==> config.mk <==
export PLATFORM = sky130hd
export DESIGN_NAME = fetch_unit
export DESIGN_NICKNAME = d
export VERILOG_FILES = /design/src/rtl/fetch_unit.sv
export SDC_FILE = /design/constraint.sdc
export NUM_CORES = 1
export LEC_CHECK = 0
export CAP_MARGIN = 20
export CORE_UTILIZATION = 50
export CTS_CLUSTER_SIZE = 30
export DETAILED_ROUTE_END_ITERATION = 10
export GPL_TIMING_DRIVEN = 0
export HOLD_SLACK_MARGIN = 0.03
export PLACE_DENSITY = 0.86
export SYNTH_ARGS = -nofsm -noshare
export SYNTH_HDL_FRONTEND = slang
export SYNTH_SLANG_ARGS = --single-unit
==> constraint.sdc <==
create_clock -name clk_1 -period 1.7 [get_ports clk_1]
set_input_delay 0.255 -clock clk_1 [delete_from_list [all_inputs] [get_ports clk_1]]
set_output_delay 0.255 -clock clk_1 [all_outputs]
set_load 0.02 [all_outputs]
==> src/rtl/fetch_unit.sv <==
// Instruction fetch stage: owns the PC, shares the mem_access bus with execute and buffers
// address-tagged bytes in a prefetch FIFO. Define VECTOR_FETCH_EN to load the PC from 0xFFFC/D.
module fetch_unit #(
    parameter int unsigned DEPTH    = 4,
    parameter logic [15:0] RESET_PC = 16'h0000
) (
    input  logic                   clk_1,
    input  logic                   rst,
    output logic [15:0]            pc,
    output logic                   pc_data,
    output logic                   en,
    output logic                   w_rd,
    input  logic [7:0]             data_in,
    input  logic                   ex_req,
    input  logic                   ex_w_rd,
    input  logic                   jmp,
    input  logic [15:0]            jmp_addr,
    output logic                   op_valid,
    output logic [7:0]             op_byte,
    output logic [15:0]            op_pc,
    input  logic                   op_ready,
    output logic [$clog2(DEPTH):0] fill
);

    localparam int unsigned AW      = $clog2(DEPTH);
    localparam logic [AW:0] FullCnt = (AW + 1)'(DEPTH);

`ifdef VECTOR_FETCH_EN
    localparam logic [15:0] ResetPc = 16'hfffc;

    typedef enum logic [1:0] {StVecLo, StVecHi, StRun} state_e;

    state_e     state_q;
    logic [7:0] vec_lo_q;
`else
    localparam logic [15:0] ResetPc = RESET_PC;
`endif

    logic [15:0]   pc_q;
    logic [AW-1:0] wr_ptr_q;
    logic [AW-1:0] rd_ptr_q;
    logic [AW:0]   fill_q;
    logic [AW:0]   fill_d;
    logic [7:0]    byte_q [DEPTH];
    logic [15:0]   tag_q  [DEPTH];
    logic          run;
    logic          vec_rd;
    logic          fetch;
    logic          pop;

    always_comb begin
        run    = 1'b1;
        vec_rd = 1'b0;
        pc     = pc_q;
`ifdef VECTOR_FETCH_EN
        run    = (state_q == StRun);
        vec_rd = !run && !ex_req;
        if (!run) pc = {15'h7ffe, state_q == StVecHi};
`endif
        // No lookahead: a pop from a full FIFO does not free a slot this cycle.
        fetch = run && !jmp && !ex_req && (fill_q != FullCnt);
        pop   = (fill_q != '0) && op_ready;

        case ({fetch, pop})
            2'b10:   fill_d = fill_q + 1'b1;
            2'b01:   fill_d = fill_q - 1'b1;
            default: fill_d = fill_q;
        endcase

        en      = 1'b0;
        pc_data = 1'b1;
        w_rd    = 1'b0;
        if (rst) begin
            if (ex_req) begin
                en      = 1'b1;
                pc_data = 1'b0;
                w_rd    = ex_w_rd;
            end else if (fetch || vec_rd) begin
                en = 1'b1;
            end
        end
    end

    assign op_valid = (fill_q != '0);
    assign op_byte  = byte_q[rd_ptr_q];
    assign op_pc    = tag_q[rd_ptr_q];
    assign fill     = fill_q;

    always_ff @(posedge clk_1 or negedge rst) begin
        if (!rst) begin
            pc_q     <= ResetPc;
            wr_ptr_q <= '0;
            rd_ptr_q <= '0;
            fill_q   <= '0;
            for (int i = 0; i < int'(DEPTH); i++) begin
                byte_q[i] <= '0;
                tag_q[i]  <= '0;
            end
`ifdef VECTOR_FETCH_EN
            state_q  <= StVecLo;
            vec_lo_q <= '0;
`endif
        end else begin
            if (run && jmp) begin
                // Flush wins over any pop presented in the same cycle.
                pc_q     <= jmp_addr;
                wr_ptr_q <= '0;
                rd_ptr_q <= '0;
                fill_q   <= '0;
            end else begin
                if (fetch) begin
                    byte_q[wr_ptr_q] <= data_in;
                    tag_q[wr_ptr_q]  <= pc_q;
                    wr_ptr_q         <= wr_ptr_q + 1'b1;
                    pc_q             <= pc_q + 16'd1;
                end
                if (pop) rd_ptr_q <= rd_ptr_q + 1'b1;
                fill_q <= fill_d;
            end
`ifdef VECTOR_FETCH_EN
            case (state_q)
                StVecLo: begin
                    if (!ex_req) begin
                        vec_lo_q <= data_in;
                        state_q  <= StVecHi;
                    end
                end
                StVecHi: begin
                    if (!ex_req) begin
                        pc_q    <= {data_in, vec_lo_q};
                        state_q <= StRun;
                    end
                end
                default: ;
            endcase
`endif
        end
    end

endmodule

==> metrics.txt, run 1 <==
status=finished with violations; failing checks=negative setup slack; cell chain of the critical path=buf_8, buf_12, mux4_2, buf_6; H-tree Lvls=4; Mapped Cells=398; layout cells sized above 1=0.5443; pin count of the biggest net entering global routing=between 40 and 50; CP endpoint kind=output port; Worst-Skew Late Latency=0.43 ns; worst hold path type=input pin to flip-flop; Detailed Routing Iterations Pass 1=7; DRT Wirelength=21370 um; height of the die=roughly 110 um; Num CTS Buffers=17; Pwr Density=1790 nW/um2; Critical Path Fanout Max=6; full die area=around 12000 um2; total power=15.78 mW; Slew Viols, Final=0; Avg Cell Area, Syn=14.88 um2; Synth area leader=dfrtp_1; CTS tree=done; leakage power=3.923 nW; vias per std cell=~6.4; post-synth top area share=0.5030; I/O pin cnt=a little under 80; Slew HR=0.6325; Filler Cell Count=539; fmax=461.5 MHz; GP Congestion=just under 0.8; setup violators final=138; row count=39; ys flop type=dfrtp_1; main area contributors after synthesis=dfrtp_1 (50%), mux2_4 (20%), mux4_2 (9.1%), mux2_2 (3.2%), xnor2_1 (1.6%); initial DRC count=446; maximum VDD drop=slightly above 0.9 mV; Yosys warnings=0; crit path kind=flip-flop to output port; post-DP HPWL=8615 um; Worst-Margin Slew=0.5513 ns; Reg area=between 2000 and 3000 um2; Post-synth EDFFs=0; Final min period=2.167 ns; WL/cell=29.72 um; Max-Cap Viols=0; Mapped Area=5921 um2; final worst hold slack=0.3912 ns; GRT Total Usage=0.3231; Layout area overhead=48.90%; Final Hold Fails=0; Post-synth ARST share=1.000; part of the Yosys area used for sequential elements=0.5030; DRC=0; I/O Buffers=76; Initial Util=0.5163; initial antenna violation count=1; placed cell count=618; total number of vias=4582; Clk pin slew, worst setup/hold paths=~0.07 ns; syn_nets=434; critical path launch point type=flip-flop; Cell variety after synth=around 40; Detail Route Antenna Nets=0; Multi-input gate area=just over 3000 um2; Worst path slowest cell=mux4_2; RSZ-0062 raised after global routing=yes; clk_skew=0.01491 ns; Yosys reg bits=~120; # nets final=approximately 600; clk sink count=119; Largest stage delay, worst path=roughly 0.58 ns; setup TNS=-28.65 ns; Core Area=11470 um2; Final WS setup=-0.4669 ns; Die X=110.8 um; clk root buf=clkbuf_16; Worst EP arrival=between 1.5 and 2 ns; Max Root-Sink Buffers=2; vias in the first global route=4660; global route overflow=0; WP data required=1.44 ns; non-filler cells, final=719; Final period util=1.275; first-pass GRT wire length=roughly 29000 um
## worst max-delay path, delay by kind of cell, from the launching register on
family | cells | cell delay (ns)
mux | 1 | 0.58
buf+inv | 3 | 0.51
flops | 1 | 0.39
## area by class of cell
type                            count  share of cell area
Antenna cell                        1           0.0002838
Buffer                             19             0.02583
Clock buffer                       21             0.04996
Clock inverter                     11             0.01760
Inverter                            5            0.002129
Multi-Input combinational cell    246              0.3423
Sequential cell                   119              0.3396
Tap cell                          143             0.02030
Timing Repair Buffer              154              0.2020
## flip-flops by register name, indices dropped and copies added, names as in the netlist
| signal | cells |
|---|---|
| pc | 16 |
| tag_q | 64 |
| rd_ptr_q | 2 |
| wr_ptr_q | 2 |
| byte_q | 32 |
| fill | 3 |
## stage by stage
step	utilization	area (um2)	setup WS, ns
6_report	0.7688	8816	-0.4669
4_1_cts	0.7451	8544	-0.3343
5_1_grt	0.7686	8813	-0.4636
2_1_floorplan	-	6017	-0.1266
3_3_place_gp	0.6067	6957	-4.440
3_5_place_dp	0.6092	6985	-0.9375
## power by group
group | leakage [nW] | switching (mW) | total [mW] | internal, mW
clock network | 0.298 | 1.38 | 3.82 | 2.43
registers | 1.47 | 0.932 | 4.89 | 3.96
logic | 2.15 | 2.89 | 7.07 | 4.18
## cells in the mapped netlist, types with 6 or more instances
cell / number
nor2_1: 12
o21ai_0: 15
clkbuf_1: 11
mux2_2: 17
mux2i_1: 6
buf_2: 7
dfrtp_1: 119
xnor2_1: 11
nand3_1: 6
mux4_2: 24
buf_6: 8
nand2_1: 20
mux2_4: 80
## logic make-up after synthesis
family,Yosys count,synth area share
multiplexers,127,0.3366
flip-flops,119,0.5030
AND/OR/NAND/NOR,74,0.06805
buffers and inverters,33,0.03255
AO/OA/AOI/OAI,25,0.02515
XOR/XNOR,14,0.02071
adder cells (fa/ha/maj),6,0.01395
## layer usage
metal,vias up,GRT usage,wire (um),share of wire
li1,1777,-,-,-
met1,2383,0.4286,8361,0.39
met2,305,0.5159,9976,0.47
met3,117,0.07053,1785,0.084
met4,0,0.1360,1246,0.058
met5,-,0,0,0
## placed cells by master, fill, tap and decap left out, drive strengths merged, types with 6 or more instances in the layout
| cell type | synthesis | layout |
|---|---|---|
| dfrtp | 119 | 119 |
| clkinv | 0 | 7 |
| nor2 | 12 | 12 |
| clkbuf | 11 | 35 |
| mux4 | 24 | 24 |
| buf | 17 | 109 |
| nand3 | 6 | 6 |
| dlygate4sd2 | 0 | 17 |
| xnor2 | 11 | 11 |
| mux2 | 97 | 97 |
| clkdlybuf4s50 | 0 | 29 |
| o21ai | 16 | 16 |
| nand2 | 20 | 20 |
| mux2i | 6 | 6 |
## path summary, 6_finish.rpt
path,startpoint,end,slack (ns),cells past startpoint
worst max register to register,fill[2],pc[6],-0.33,8
worst min register to register,tag_q[39],tag_q[39],0.51,1
worst max-delay path,rd_ptr_q[0],op_pc[10],-0.47,4
worst min-delay path,ex_req,wr_ptr_q[1],0.39,4
max in group asynchronous,rst,pc[2],0.82,3
min in group asynchronous,rst,byte_q[2],0.52,3
## what timing repair did
action                                 CTS  global route
setup buffers                           40            33
endpoints found under the hold margin   82             0
pin swaps                               13            16
setup endpoints to repair              163           143
gates cloned                             9             2
gates resized for setup                243            87
hold buffers                             4             0
Power figures use the tool's default switching activity.
==> run 2: changes to the inputs <==
--- a/config.mk
+++ b/config.mk
@@ -11,7 +11,7 @@
 export DETAILED_ROUTE_END_ITERATION = 10
 export GPL_TIMING_DRIVEN = 0
 export HOLD_SLACK_MARGIN = 0.03
-export PLACE_DENSITY = 0.86
+export PLACE_DENSITY = 0.82
 export SYNTH_ARGS = -nofsm -noshare
 export SYNTH_HDL_FRONTEND = slang
 export SYNTH_SLANG_ARGS = --single-unit
==> run 2 against run 1 <==
  * The flow still finishes with violations (negative setup slack)
  * Core utilization fell by 0.41 points
  * Critical endpoint is now op_pc[13]
  * Highest routed layer unchanged
  * Worst hold slack improved by 0.031 ns
  * Clock power rose by 5.8%
==> metrics.txt, run 2 (synthesis gave the netlist of run 1 again) <==
clk_skew=roughly 0.0058 ns; max FFs per register=64; DRT Wirelength=19870 um; WL/cell=27.86 um; placed cell count=around 620; crit path kind=flip-flop to output port; fmax=469.5 MHz; H-tree Lvls=4; worst hold path type=input pin to flip-flop; height of the die=~110 um; Pwr Density=around 1800 nW/um2; Detailed Routing Iterations Pass 1=5; Final Hold Fails=0; n_diodes=0; WP data required=1.44 ns; pin count of the biggest net entering global routing=77; layout cells sized above 1=0.5421; Largest stage delay, worst path=between 0.5 and 0.6 ns; RSZ-0062 raised after global routing=yes; Final period util=1.253; status=finished with violations; Core Area=around 11000 um2; initial DRC count=439; failing checks=negative setup slack; clk sink count=~120; Die X=110.8 um; Worst EP arrival=about 1.9 ns; Worst path slowest cell=mux4_2; non-filler cells, final=713; critical path launch point type=flip-flop; Max-Cap Viols=0; full die area=12280 um2; I/O Buffers=76; Detail Route Antenna Nets=0; DRC=0; Worst R2R Setup Slack=-0.33 ns; min-delay src=jmp_addr[10]; most common cell after layout, fill and taps aside=dfrtp_1; Layout area overhead=48.10%; row count=39; Initial Util=0.5163; maximum VDD drop=between 1 and 1.5 mV; Worst-Margin Slew=0.5785 ns; # nets final=593; Final min period=about 2.1 ns; Slew Viols, Final=0; leakage power=3.884 nW; Num CTS Buffers=17; Reg2Reg Depth=8; Final Util=0.7646; post-DP HPWL=8436 um; setup violators final=135; first-pass GRT wire length=28450 um; Worst Hold Endpoint=pc[10]; total number of vias=4466; vias in the first global route=4737; Worst R2R Start=fill[2]; hold path depth=3; final worst hold slack=between 0.4 and 0.5 ns; GP Congestion=between 0.8 and 0.9; Largest Register=tag_q; I/O pin cnt=77; Final Cell Area=roughly 8800 um2; r2r endpoint=pc[11]; Worst-Skew Late Latency=0.43 ns; Slew HR=0.6144; Post-DP Area=about 7000 um2; initial antenna violation count=0; CP endpoint kind=output port; Max Root-Sink Buffers=2; Final WS setup=-0.4301 ns; global route overflow=0; commonest non-fill, non-tap cells in the layout=dfrtp_1 (106), mux2_4 (97), buf_6 (49), clkdlybuf4s50_1 (30), buf_4 (28); Critical Path Fanout Max=7; vias per std cell=6.264; cell chain of the critical path=buf_8, buf_12, mux4_2, buf_6; Clk pin slew, worst setup/hold paths=approximately 0.060 ns; clk root buf=clkbuf_16; GRT Total Usage=0.3119; CTS tree=done
==> run 2: critical path: cells and delay by family, from the launching register on <==
kind     cells  cell delay [ns]
mux          1             0.55
buf+inv      3             0.50
flops        1             0.40
==> run 2: how the worst max path moves through the flow <==
stage / slack [ns] / from / endpoint / cells after the start
floorplan: -0.13 / fill[0] / fill[1] / 6
global placement: -4.48 / rst / fill[0] / 1
detailed placement: -0.93 / jmp / en / 6
CTS: -0.36 / rd_ptr_q[0] / op_pc[5] / 4
global route: -0.47 / rd_ptr_q[0] / op_pc[3] / 4
finish: -0.43 / rd_ptr_q[0] / op_pc[13] / 4
==> run 2: layer usage <==
layer  part of all wire  vias to the layer above  GRT usage
li1                   -                     1759          -
met1               0.41                     2330     0.4132
met2               0.47                      294     0.4857
met3              0.074                       83    0.07162
met4              0.044                        0     0.1538
met5                  0                        -          0
==> run 2: final cells by class <==
type                    count  area (um2)
fillers                   575        2699
inverters                   5       18.77
clock buffers              24       511.7
multi-input cells         246        3007
plain buffers              19       226.5
well taps                 143       178.9
clock inverters             8       140.1
repair buffers            149        1692
flip-flops and latches    119        2994
==> run 2: repair_timing <==
item	in CTS	in global routing
endpoints found under the setup margin	163	142
gates resized for setup	242	87
hold endpoints to repair	43	0
buffers inserted	43	29
pin swaps	18	17
gates cloned	8	2
hold buffers	2	0
==> run 2: power breakdown <==
group	total, mW	leakage (nW)	internal [mW]	switching, mW
Combinational	6.94	2.08	4.17	2.77
Sequential	4.86	1.47	3.96	0.897
Clock	4.04	0.326	2.68	1.36
Total	15.8	3.88	10.8	5.03
==> run 2: stage by stage <==
step / worst slack [ns] / TNS (ns) / total power [mW]
2_1_floorplan: -0.1266 / -4.652 / 8.157
3_3_place_gp: -4.484 / -550.49 / 9.799
3_5_place_dp: -0.9284 / -64.11 / 9.990
4_1_cts: -0.3570 / -28.63 / 14.59
5_1_grt: -0.4697 / -35.56 / 16.34
6_report: -0.4301 / -30.16 / 15.84
==> run 3: changes to the inputs <==
--- a/config.mk
+++ b/config.mk
@@ -6,12 +6,14 @@
 export NUM_CORES = 1
 export LEC_CHECK = 0
 export CAP_MARGIN = 20
+export CORE_MARGIN = 2
 export CORE_UTILIZATION = 50
 export CTS_CLUSTER_SIZE = 30
 export DETAILED_ROUTE_END_ITERATION = 10
 export GPL_TIMING_DRIVEN = 0
 export HOLD_SLACK_MARGIN = 0.03
 export PLACE_DENSITY = 0.82
+export SLEW_MARGIN = 5
 export SYNTH_ARGS = -nofsm -noshare
 export SYNTH_HDL_FRONTEND = slang
 export SYNTH_SLANG_ARGS = --single-unit
==> constraint.sdc (replaced) <==
create_clock -name clk_1 -period 1.7 [get_ports clk_1]
set_input_delay 0.255 -clock clk_1 [delete_from_list [all_inputs] [get_ports clk_1]]
set_output_delay 0.255 -clock clk_1 [all_outputs]
set_load 0.05 [all_outputs]
==> run 3 against run 2 <==
  * The flow still finishes with violations (negative setup slack)
  * Clock skew is 0.0049 ns higher
  * Sequential power is 2% lower
  * Final area is 0.66% higher
  * Core utilization is 0.50 points higher
  * Total power is 5.2% higher
  * Critical endpoint is now op_pc[0]
  * Highest routed layer unchanged
==> metrics.txt, run 3 (synthesis gave the netlist of run 1 again) <==
post-DP HPWL=roughly 8600 um; CP delay by family, top=multiplexers; H-tree Lvls=4; Final Cell Area=8826 um2; Num CTS Buffers=17; Final Hold Fails=0; setup violators final=133; Worst-Skew Late Latency=0.42 ns; critical path launch point type=flip-flop; Worst path slowest cell=mux4_2; vias in the first global route=4516; layout cells sized above 1=0.5629; hold path depth=3; Initial Util=0.5163; Slew HR=0.6488; Final period util=1.267; cell chain of the critical path=buf_12, buf_12, mux4_2, buf_6; n_diodes=0; failing checks=negative setup slack; Layout area overhead=49.07%; height of the die=112.8 um; total number of vias=4443; Final min period=2.154 ns; I/O pin cnt=77; I/O Buffers=76; CP endpoint kind=output port; DRC=0; clk_skew=~0.011 ns; fmax=roughly 460 MHz; vias per std cell=6.214; DRT Wirelength=about 19000 um; Core Area=11470 um2; Max-Cap Viols=0; Critical Path Most Common Cell=buf_12; Die X=roughly 110 um; GRT Total Usage=0.2878; Detailed Routing Iterations Pass 1=5; critical path depth=4; Clk pin slew, worst setup/hold paths=0.06 ns; CTS tree=done; maximum VDD drop=1.212 mV; Reg2Reg Depth=8; Largest Register=tag_q; leakage power=3.883 nW; max FFs per register=64; crit path kind=flip-flop to output port; Critical Path Fanout Max=7; clk root buf=clkbuf_16; Largest stage delay, worst path=0.55 ns; Max Root-Sink Buffers=2; WP data required=1.44 ns; full die area=about 13000 um2; Filler Cell Count=around 550; # nets final=595; Worst Path Buf+Inv=3; Slew Viols, Final=0; pin count of the biggest net entering global routing=between 40 and 50; row count=39; total power=16.67 mW; first-pass GRT wire length=27210 um; initial antenna violation count=0; Pwr Density=1889 nW/um2; clk sink count=about 120; Post-DP Area=7087 um2; commonest non-fill, non-tap cells in the layout=dfrtp_1 (102), mux2_4 (97), buf_6 (42), buf_4 (30), clkdlybuf4s50_1 (27); Worst EP arrival=1.90 ns; status=finished with violations; Worst R2R Setup Slack=-0.32 ns; Detail Route Antenna Nets=0; initial DRC count=between 500 and 600; RSZ-0062 raised after global routing=yes; worst hold path type=input pin to flip-flop; Final WS setup=-0.4539 ns; WL/cell=26.37 um; GP Congestion=0.8020; Worst-Margin Slew=0.5290 ns; most common cell after layout, fill and taps aside=dfrtp_1; global route overflow=0
[run 3: cell types whose count changed in the layout (fill, tap and decap cells not counted), moves of 3 or more]
cell	before	now
dlygate4sd2_1	17	6
o21ai_0	11	14
clkbuf_2	3	8
clkdlybuf4s15_2	0	4
buf_16	3	9
clkbuf_1	2	5
buf_6	49	42
dfrtp_2	13	17
clkdlybuf4s50_1	30	27
clkbuf_8	8	4
o21ai_1	5	2
dfrtp_1	106	102
[run 3: worst min-delay path, cell delays in order]
cell and delay (ns):
clkdlybuf4s50_1 0.40, nand2_1 0.08, o21ai_1 0.06
[run 3: area by class of cell]
type	instances	area, um2	area share
well taps	143	178.9	0.02027
multi-input cells	246	3008	0.3408
clock buffers	23	467.9	0.05302
clock inverters	9	125.1	0.01418
flip-flops and latches	119	2999	0.3398
plain buffers	24	329.1	0.03728
inverters	5	18.77	0.002126
repair buffers	146	1699	0.1925
[run 3: power by group]
group | internal [mW] | leakage (nW) | switching (mW)
Sequential | 3.96 | 1.47 | 0.818
Clock | 2.37 | 0.287 | 1.31
Combinational | 4.22 | 2.13 | 3.99
[run 3: timing repair]
item,in CTS,in global routing
hold buffers,5,1
gates cloned,10,1
pin swaps,9,9
gates resized for setup,295,50
buffers inserted,32,28
endpoints found under the hold margin,29,90
setup endpoints to repair,163,153
[run 3: layer usage]
layer  GRT usage  up-vias  part of all wire
li1            -     1772                 -
met4      0.1358        0             0.054
met1      0.3788     2250              0.40
met5           0        -                 0
met2      0.4471      320              0.47
met3     0.07874      101             0.083
[run 3: metrics by stage]
stage	std cells	setup TNS (ns)	worst slack, ns	hold slack (ns)	util
floorplan	398	-17.77	-0.2542	-0.04059	-
global placement	617	-566.66	-4.498	0.4862	0.6155
detailed placement	618	-72.08	-1.158	0.1502	0.6180
CTS	694	-27.68	-0.3791	0.4010	0.7512
global route	715	-38.65	-0.4764	0.4413	0.7697
finish	715	-34.27	-0.4539	0.4142	0.7697
[run 3: final timing paths]
check                                   from    endpoint
worst max-delay path             rd_ptr_q[0]    op_pc[0]
worst min-delay path            jmp_addr[10]      pc[10]
worst max register to register       fill[2]    tag_q[5]
worst min register to register    byte_q[14]  byte_q[14]
max in group asynchronous                rst   tag_q[28]
min in group asynchronous                rst   byte_q[2]
